## config.mk

```make
export PLATFORM = sky130hd
export DESIGN_NAME = rr_grant_arbiter_flat
export DESIGN_NICKNAME = d
export VERILOG_FILES = /design/src/rtl/rr_grant_arbiter_if.sv /design/src/rtl/rr_grant_arbiter.sv /design/src/flat_wrapper.sv
export SDC_FILE = /design/constraint.sdc
export NUM_CORES = 1
export LEC_CHECK = 0
export CELL_PAD_IN_SITES_DETAIL_PLACEMENT = 1
export CELL_PAD_IN_SITES_GLOBAL_PLACEMENT = 1
export CORE_MARGIN = 2
export CORE_UTILIZATION = 50
export DETAILED_ROUTE_END_ITERATION = 8
export DONT_BUFFER_PORTS = 1
export GPL_ROUTABILITY_DRIVEN = 0
export PLACE_DENSITY_LB_ADDON = 0.3
export SYNTH_ARGS = -nofsm -noshare
export SYNTH_HDL_FRONTEND = slang
export SYNTH_SLANG_ARGS = --single-unit
```

## constraint.sdc

```tcl
create_clock -name clk -period 3.8 [get_ports clk]
set_clock_uncertainty 0.05 [all_clocks]
set_input_delay 0.57 -clock clk [delete_from_list [all_inputs] [get_ports clk]]
set_output_delay 0.57 -clock clk [all_outputs]
set_load 0.05 [all_outputs]
```

## src/rtl/rr_grant_arbiter_if.sv

```systemverilog
// rr_grant_arbiter_if
// Request/grant bundle between a group of requesters and the round-robin
// arbiter that shares one resource among them.
//   req         : one request bit per requester, held while the resource is wanted
//   done        : single-cycle release pulse from the current owner
//   grant       : registered one-hot grant, all zeros when idle
//   grant_idx   : binary index of the set grant bit, 0 when idle
//   grant_valid : high while any grant bit is set
//   timeout     : single-cycle pulse when a grant is revoked by the hold limit
// Modports: master = requester side, slave = arbiter side.
interface rr_grant_arbiter_if #(
   parameter int NUM_REQ   = 4,
   parameter int IDX_WIDTH = $clog2(NUM_REQ)
);
   logic [NUM_REQ-1:0]   req;
   logic                 done;
   logic [NUM_REQ-1:0]   grant;
   logic [IDX_WIDTH-1:0] grant_idx;
   logic                 grant_valid;
   logic                 timeout;

   modport master (
      output req, done,
      input  grant, grant_idx, grant_valid, timeout
   );

   modport slave (
      input  req, done,
      output grant, grant_idx, grant_valid, timeout
   );
endinterface

```

## src/rtl/rr_grant_arbiter.sv

```systemverilog
// rr_grant_arbiter
// Registered round-robin arbiter sharing one resource between NUM_REQ
// requesters. A grant is held until the owner pulses done, drops its
// request, or has held the resource for MAX_HOLD cycles (MAX_HOLD=0 turns
// the hold limit off). Every release spends one cycle in IDLE before the
// next grant, and the priority pointer moves just past the released owner.
// Ports:
//   clk : rising-edge clock
//   rst : synchronous active-high reset
//   bus : rr_grant_arbiter_if slave modport (req/done in, grant/grant_idx/
//         grant_valid/timeout out, all outputs registered)
module rr_grant_arbiter #(
   parameter int NUM_REQ    = 4,
   parameter int IDX_WIDTH  = $clog2(NUM_REQ),
   parameter int MAX_HOLD   = 256,
   parameter int HOLD_WIDTH = 16
) (
   input  logic               clk,
   input  logic               rst,
   rr_grant_arbiter_if.slave  bus
);

   // Last allowed hold count; only meaningful when MAX_HOLD is nonzero.
   localparam logic [HOLD_WIDTH-1:0] HOLD_LAST =
      (MAX_HOLD == 0) ? '0 : HOLD_WIDTH'(MAX_HOLD - 1);
   localparam logic [IDX_WIDTH-1:0] IDX_LAST = IDX_WIDTH'(NUM_REQ - 1);

   typedef enum logic {
      IDLE,
      GRANTED
   } state_t;

   state_t                state;
   logic [IDX_WIDTH-1:0]  ptr;
   logic [HOLD_WIDTH-1:0] hold_cnt;
   logic [NUM_REQ-1:0]    grant_q;
   logic [IDX_WIDTH-1:0]  idx_q;
   logic                  valid_q;
   logic                  timeout_q;

   logic                  pick_found;
   logic [IDX_WIDTH-1:0]  pick_idx;
   int                    cand;
   logic [IDX_WIDTH-1:0]  cand_idx;
   logic                  release_normal;
   logic                  hold_hit;
   logic [IDX_WIDTH-1:0]  ptr_next;

   // Scan upward from the pointer with wrap, taking the first requester
   // found. The wrap is an explicit subtract so non-power-of-two NUM_REQ
   // never lands on a nonexistent requester.
   always_comb begin
      pick_found = 1'b0;
      pick_idx   = '0;
      cand       = 0;
      cand_idx   = '0;
      for (int i = 0; i < NUM_REQ; i++) begin
         cand = int'(ptr) + i;
         if (cand >= NUM_REQ) begin
            cand = cand - NUM_REQ;
         end
         cand_idx = IDX_WIDTH'(cand);
         if (!pick_found && bus.req[cand_idx]) begin
            pick_found = 1'b1;
            pick_idx   = cand_idx;
         end
      end
   end

   // Release conditions while granted. A done or request drop in the same
   // cycle as the hold limit counts as a normal release, so timeout only
   // fires when the limit alone ended the grant.
   always_comb begin
      release_normal = bus.done | ~bus.req[idx_q];
      hold_hit       = (MAX_HOLD != 0) && (hold_cnt == HOLD_LAST);
      ptr_next       = (idx_q == IDX_LAST) ? '0 : idx_q + 1'b1;
   end

   // Arbitration state machine with all outputs registered, so grant,
   // grant_idx and grant_valid always move together on one edge.
   always_ff @(posedge clk) begin
      if (rst) begin
         state     <= IDLE;
         ptr       <= '0;
         hold_cnt  <= '0;
         grant_q   <= '0;
         idx_q     <= '0;
         valid_q   <= 1'b0;
         timeout_q <= 1'b0;
      end else begin
         timeout_q <= 1'b0;
         case (state)
            IDLE: begin
               if (pick_found) begin
                  grant_q  <= {{(NUM_REQ-1){1'b0}}, 1'b1} << pick_idx;
                  idx_q    <= pick_idx;
                  valid_q  <= 1'b1;
                  hold_cnt <= '0;
                  state    <= GRANTED;
               end
            end
            GRANTED: begin
               if (release_normal || hold_hit) begin
                  grant_q   <= '0;
                  idx_q     <= '0;
                  valid_q   <= 1'b0;
                  timeout_q <= hold_hit & ~release_normal;
                  ptr       <= ptr_next;
                  state     <= IDLE;
               end else if (hold_cnt != '1) begin
                  // Saturate so an unlimited hold never wraps.
                  hold_cnt <= hold_cnt + 1'b1;
               end
            end
            default: begin
               state <= IDLE;
            end
         endcase
      end
   end

   assign bus.grant       = grant_q;
   assign bus.grant_idx   = idx_q;
   assign bus.grant_valid = valid_q;
   assign bus.timeout     = timeout_q;

endmodule

```

## src/flat_wrapper.sv

```systemverilog
// flat-port wrapper written by rule: the top's interface ports become plain ports
module rr_grant_arbiter_flat 
#(
   parameter int NUM_REQ    = 4,
   parameter int IDX_WIDTH  = $clog2(NUM_REQ),
   parameter int MAX_HOLD   = 256,
   parameter int HOLD_WIDTH = 16
)
  (clk, rst, bus_req, bus_done, bus_grant, bus_grant_idx, bus_grant_valid, bus_timeout);
  rr_grant_arbiter_if #(.NUM_REQ(NUM_REQ), .IDX_WIDTH(IDX_WIDTH)) bus_i ();
  input  logic clk;
  input  logic rst;
  input wire logic [$bits(bus_i.req)-1:0] bus_req;
  input wire logic [$bits(bus_i.done)-1:0] bus_done;
  output wire logic [$bits(bus_i.grant)-1:0] bus_grant;
  output wire logic [$bits(bus_i.grant_idx)-1:0] bus_grant_idx;
  output wire logic [$bits(bus_i.grant_valid)-1:0] bus_grant_valid;
  output wire logic [$bits(bus_i.timeout)-1:0] bus_timeout;
  assign bus_i.req = bus_req;
  assign bus_i.done = bus_done;
  assign bus_grant = bus_i.grant;
  assign bus_grant_idx = bus_i.grant_idx;
  assign bus_grant_valid = bus_i.grant_valid;
  assign bus_timeout = bus_i.timeout;
  rr_grant_arbiter #(.NUM_REQ(NUM_REQ), .IDX_WIDTH(IDX_WIDTH), .MAX_HOLD(MAX_HOLD), .HOLD_WIDTH(HOLD_WIDTH)) u_core (.clk(clk), .rst(rst), .bus(bus_i));
endmodule
```

After elaboration in Yosys (flattened, before gate mapping):

Index checks and enable logic that the tools add are counted.

* logic and storage cells: 89
* register bits after elaboration: 27
* output and inout port bits: 8
* input port bits: 7

* equal/unequal tests: 7
* magnitude comparators: 9
* reduce and logical (&&, ||, !) cells: 11
* add/sub/neg operators: 9
* bitwise logic cells: 6
* shift operators: 1
* multiplexer cells: 39

Operator list (number)
* 16-bit two-way mux: 3
* 16-bit one-hot mux with 2 select lines: 1
* 2-bit two-way mux: 11
* 16-bit by 1-bit adder with 16-bit output, second input constant: 1
* 16-bit by 8-bit == test with 1-bit output, second input constant: 1
* 16-bit inequality test, second input constant: 1
* 2-bit by 3-bit < comparator with 1-bit output, second input constant: 5
* 1-bit two-way mux: 13
* 1-bit binary-select mux with 2-bit select: 5
* 3-bit greater-or-equal comparator, second input constant: 3
* 4-bit two-way mux: 2
* 4-bit one-hot mux with 2 select lines: 1
* 2-bit by 1-bit subtractor with 2-bit output, second input constant: 4
* 2-bit by 2-bit adder with 3-bit output, second input constant: 2
* 2-bit inequality test, second input constant: 3
* 1-bit inverter: 4
* 1-bit one-hot mux with 2 select lines: 2
* 2-bit one-hot mux with 2 select lines: 1
* 2-bit AND reduction: 2
* 1-bit by 2-bit << shifter with 4-bit output, first input constant: 1
* 2-bit by 1-bit adder with 3-bit output, second input constant: 1
* 2-bit by 3-bit greater-or-equal comparator with 1-bit output, second input constant: 1
* 1-bit logical AND: 3
* 1-bit logical NOT: 3
* other kinds (8): 8

Logic depth before layout (Yosys ltp):

* word-level depth: 17
* mapped depth: 7
* depth with buffers taken out: 6

Least setup slack after synthesis:

Ideal clock, no wire load.

* path kind: reg-to-reg
* from: register u_core.idx_q[0] (netlist: u_core.bus.grant_idx[0])
* to: register u_core.hold_cnt[13]
* clock period less this slack: 2124 ps
* setup slack: 1676 ps
* stages on the path, launching flop included: 6
* data required time: 3691 ps
* path buffers: 0
* arrival time: 2014 ps
* library setup time: 59 ps
* path through: dfxtp_1 mux2_2 a22oi_1 o31a_2 or4_1 nand2_1

* cells in the longest elaborated chain, start to end: 7

Ends and longest elaborated chain
* start: declaration: line rr_grant_arbiter.sv:37 `logic [IDX_WIDTH-1:0] idx_q;`
* start signal: assignment: line rr_grant_arbiter.sv:96 `idx_q <= pick_idx;`
* 1-bit binary-select mux with 2-bit select: line rr_grant_arbiter.sv:74 `release_normal = bus.done | ~bus.req[idx_q];`
* 1-bit two-way mux (implied by the code): line rr_grant_arbiter.sv:74
* 1-bit inverter: line rr_grant_arbiter.sv:74
* 1-bit OR: line rr_grant_arbiter.sv:74
* 1-bit logical OR: line rr_grant_arbiter.sv:103 `if (release_normal || hold_hit) begin`
* 2-bit inequality test (no line)
* 3-bit AND reduction (no line)
* end signal: assignment: line rr_grant_arbiter.sv:112 `hold_cnt <= hold_cnt + 1'b1;`
* end: declaration: line rr_grant_arbiter.sv:35 `logic [HOLD_WIDTH-1:0] hold_cnt;`

No other way between the ends. The select of a mux whose other input is x is not followed.
A chain may end at the register's enable or synchronous reset.

Worst setup path after layout:

* from: register u_core.idx_q[0] (netlist: u_core.bus.grant_idx[0])
* to: register u_core.hold_cnt[7]

Same word-level chain as after synthesis.

==> impl_results.md <==
- Status: finished clean
- Crit-path leading delay family: compound AO/OA/AOI/OAI gates
- Drt pass-1 iters: 4
- Antenna cells: 0
- PortBufs: 0
- Synth Instances: 166
- Critical path class: reg2reg
- Simple-Gate Fraction of Synth Area: 30.74%
- Number of global-route vias before repair: 1287
- Initial antenna violation count: 0
- Compound-gate portion of the synthesized area: 21.81%
- Largest vdd supply drop: 0.0002837 V
- Leak Pwr: 0.4764 nW
- Maximum clock rate: 410.0 MHz
- Tcrit/Tclk final: 64.19%
- Initial drt markers: 47
- Hold Crit Depth: 1
- CTS HTree Levels: 1
- Final wirelength: roughly 3400 µm
- Fraction of power consumed by the clock network: 25.1%
- Leading area contributor after synthesis: dfxtp_1
- Reg-to-Reg Start: u_core.bus.grant_idx[0]
- R2R depth: 5
- Critical path depth: 5
- Netlist cell types: 39
- Adder and majority gate portion of the synthesized area: 1.787%
- Ports: 15
- Main combinational cell family by area after synthesis: simple AND/OR/NAND/NOR gates
- Layout cell share with drive strength beyond 1: 7.273%
- WHS: 0.2306 ns
- Final setup vio count: 0
- Clk buf depth: 2
- Worst path bufs/invs: 0
- CP Max Fanout: 6
- Post-Syn Area per Cell: 8.434 µm²
- FFs w/ async S/R, synth: 0%
- Hold buffers post-CTS: 0
- Switching share of power: 29.68%
- Slowest Stage Delay on Critical Path: 0.77 ns
- Setup Buffers After CTS: 0
- GRT Util Overall: 23.33%
- Req. time, crit path: 4.00 ns
- Die Width: 56.92 µm
- Fin crit period: 2.439 ns
- DR vias: around 1300
- Fin worst setup slack: approximately 1.4 ns
- Cells after DPL: 192
- Total gr overflow: 0
- Yosys warnings: 0
- Area share of the largest cell type after synthesis: ~39%
- Post-Synth XOR/XNOR Area: less than 1%
- Final Slew Violations: 0
- TritonCTS clock tree: yes
- First-pass GRT wire length: 5934 µm
- Root Driver: clkbuf_4
- RSZ-0062 raised after global routing: no
- Synth Flop Type: dfxtp_1
- Die area: 3239 µm²
- Main area contributors after synthesis: dfxtp_1 (39%), a21oi_1 (7.1%), nor2_1 (4.8%), or3_1 (4.5%), o21ai_0 (3.2%)
- Clk sink count: 27
- Syn nets: 175
- Pint: 0.3528 mW
- Mapped Area: 1400 µm²
- Cell with the largest stage delay on the worst path: dfxtp_1
- Row Count: 19
- Gate power share: ~11%
- Hpwl dp: 2606 µm
- Max transition margin: ~52%
- Die height: 56.92 µm
- Worst setup SP type: flop
- Worst slew pin tran: just over 0.7 ns
- Clock transition at path regs: between 0.1 and 0.15 ns
- Post-synth EDFFs: 0
- Num CTS Buffers: 3
- Initial Utilization: 51.66%
- Drt drc: 0
- Synthesis-stage register bit count: 27
- Pwr dens: 348.4 nW/µm²
- Final #Nets: 175
- Final Non-Filler Cells: slightly below 200
- Clk Latency, worst-skew pair: about 0.33 ns
- Cell Chain, Critical Path: mux2_2 -> a22oi_1 -> o31ai_1 -> a31oi_1 -> a41o_1
- Core area: approximately 2700 µm²
- Hold path endpoint: u_core.hold_cnt[1]
- Setup crit end kind: flop
- Flop pwr share: between 60 and 70%
- Routed Antenna Nets: 0
- Reg2Reg Setup Slack: 1.36 ns
- Worst Path Arrival: approximately 2.6 ns
- DR WL/cell: 17.49 µm
- Synthesis-to-finish area growth: 2.860%
- Post-Place Worst Slack: about 1.4 ns
- Post_cts resized: 0
- Final hold viol count: 0
- Largest net degree at the start of global routing: 17
- Total negative slack: 0 ns
- Max_cap viols: 0
- Sw power: approximately 0.15 mW
- Hold/Removal Path Class: in2reg
- Sequential area share after synthesis: 38.61%
- DR vias/cell: 6.536
- Post-synthesis mux area share: 3.753%
- Worst reg2reg endpoint: u_core.hold_cnt[7]
- Hold Path Origin: rst
## logic make-up (layout without fill, tap and decap cells)
kind of cell,count (synthesis),in the layout
AND/OR/NAND/NOR,74,74
adder cells (fa/ha/maj),2,2
flip-flops,27,27
AO/OA/AOI/OAI,49,49
XOR/XNOR,1,1
buffers and inverters,8,7
multiplexers,5,5
## cells in the mapped netlist, drive strengths merged (4+ instances only)
cell,number
or3,10
nand2,12
nand4,7
or4,5
nor4,4
nor2,18
a22oi,6
o21ai,9
nand3,4
nand2b,4
clkbuf,4
dfxtp,27
a21oi,20
## worst reg2reg max path, delay by kind of cell (launching register included)
| kind | cells | cell delay (ns) |
|---|---|---|
| compound gates | 4 | 1.24 |
| flops | 1 | 0.77 |
| mux | 1 | 0.30 |
## worst max path at each step
stage                                  startpoint                  end
after global routing      u_core.bus.grant_idx[0]   u_core.hold_cnt[3]
after floorplan           u_core.bus.grant_idx[0]  u_core.hold_cnt[13]
final                     u_core.bus.grant_idx[0]   u_core.hold_cnt[7]
after global placement                 bus_req[0]  u_core.hold_cnt[13]
after detailed placement  u_core.bus.grant_idx[0]  u_core.hold_cnt[11]
after CTS                 u_core.bus.grant_idx[0]   u_core.hold_cnt[3]
## power by group through the flow
stage	sequential, mW	combinational (mW)	clock [mW]
floorplan	0.322	0.0489	0
global placement	0.325	0.0533	0
detailed placement	0.326	0.0560	0
CTS	0.320	0.0564	0.133
global route	0.321	0.0631	0.141
finish	0.320	0.0560	0.126
## cell type report
type | count | area (µm²)
Clock buffer | 3 | 22.52
Clock inverter | 1 | 5.005
Fill cell | 339 | 1270
Inverter | 3 | 11.26
Multi-Input combinational cell | 131 | 822.0
Sequential cell | 27 | 540.5
Tap cell | 31 | 38.79
## per-layer routing
metal / share of wire (%) / routed length (µm) / GRT usage [%]
met5: 0 / 0 / 0
met4: 1.5 / 51 / 9.967
met3: 2.4 / 81 / 2.995
met2: 49 / 1672 / 37.11
met1: 47 / 1624 / 31.81
## metrics by stage
stage / util (%) / total power, mW / cell area, µm²
after global routing: 53.14 / 0.5255 / 1440
after floorplan: - / 0.3711 / 1400
after CTS: 53.14 / 0.5087 / 1440
after detailed placement: 52.12 / 0.3820 / 1413
final: 53.14 / 0.5017 / 1440
after global placement: 52.12 / 0.3786 / 1413
## sequential cells by signal, indices dropped and copies added (netlist names)
register,flops
u_core.bus.timeout,1
u_core.bus.grant_valid,1
u_core.bus.grant,4
u_core.state,1
u_core.hold_cnt,16
u_core.ptr,2
u_core.bus.grant_idx,2
## layout by cell type (no fill, tap or decap), types with 2 or more instances in the layout
master,Yosys,routed
mux2_2,2,2
nor2_1,18,18
and4_1,3,3
or4_1,4,4
clkbuf_4,0,3
mux2i_1,3,3
o211ai_1,2,2
dfxtp_1,27,27
nor4_1,3,3
o31ai_1,2,2
nand3_1,4,4
o22ai_1,2,2
ha_1,2,2
nand2_1,12,12
nand2b_1,4,4
or3_1,10,10
inv_1,3,3
o21ai_0,9,9
and2_1,2,2
a21oi_1,20,20
nand4_1,7,7
a22oi_1,6,6
Power figures use the tool's default switching activity.
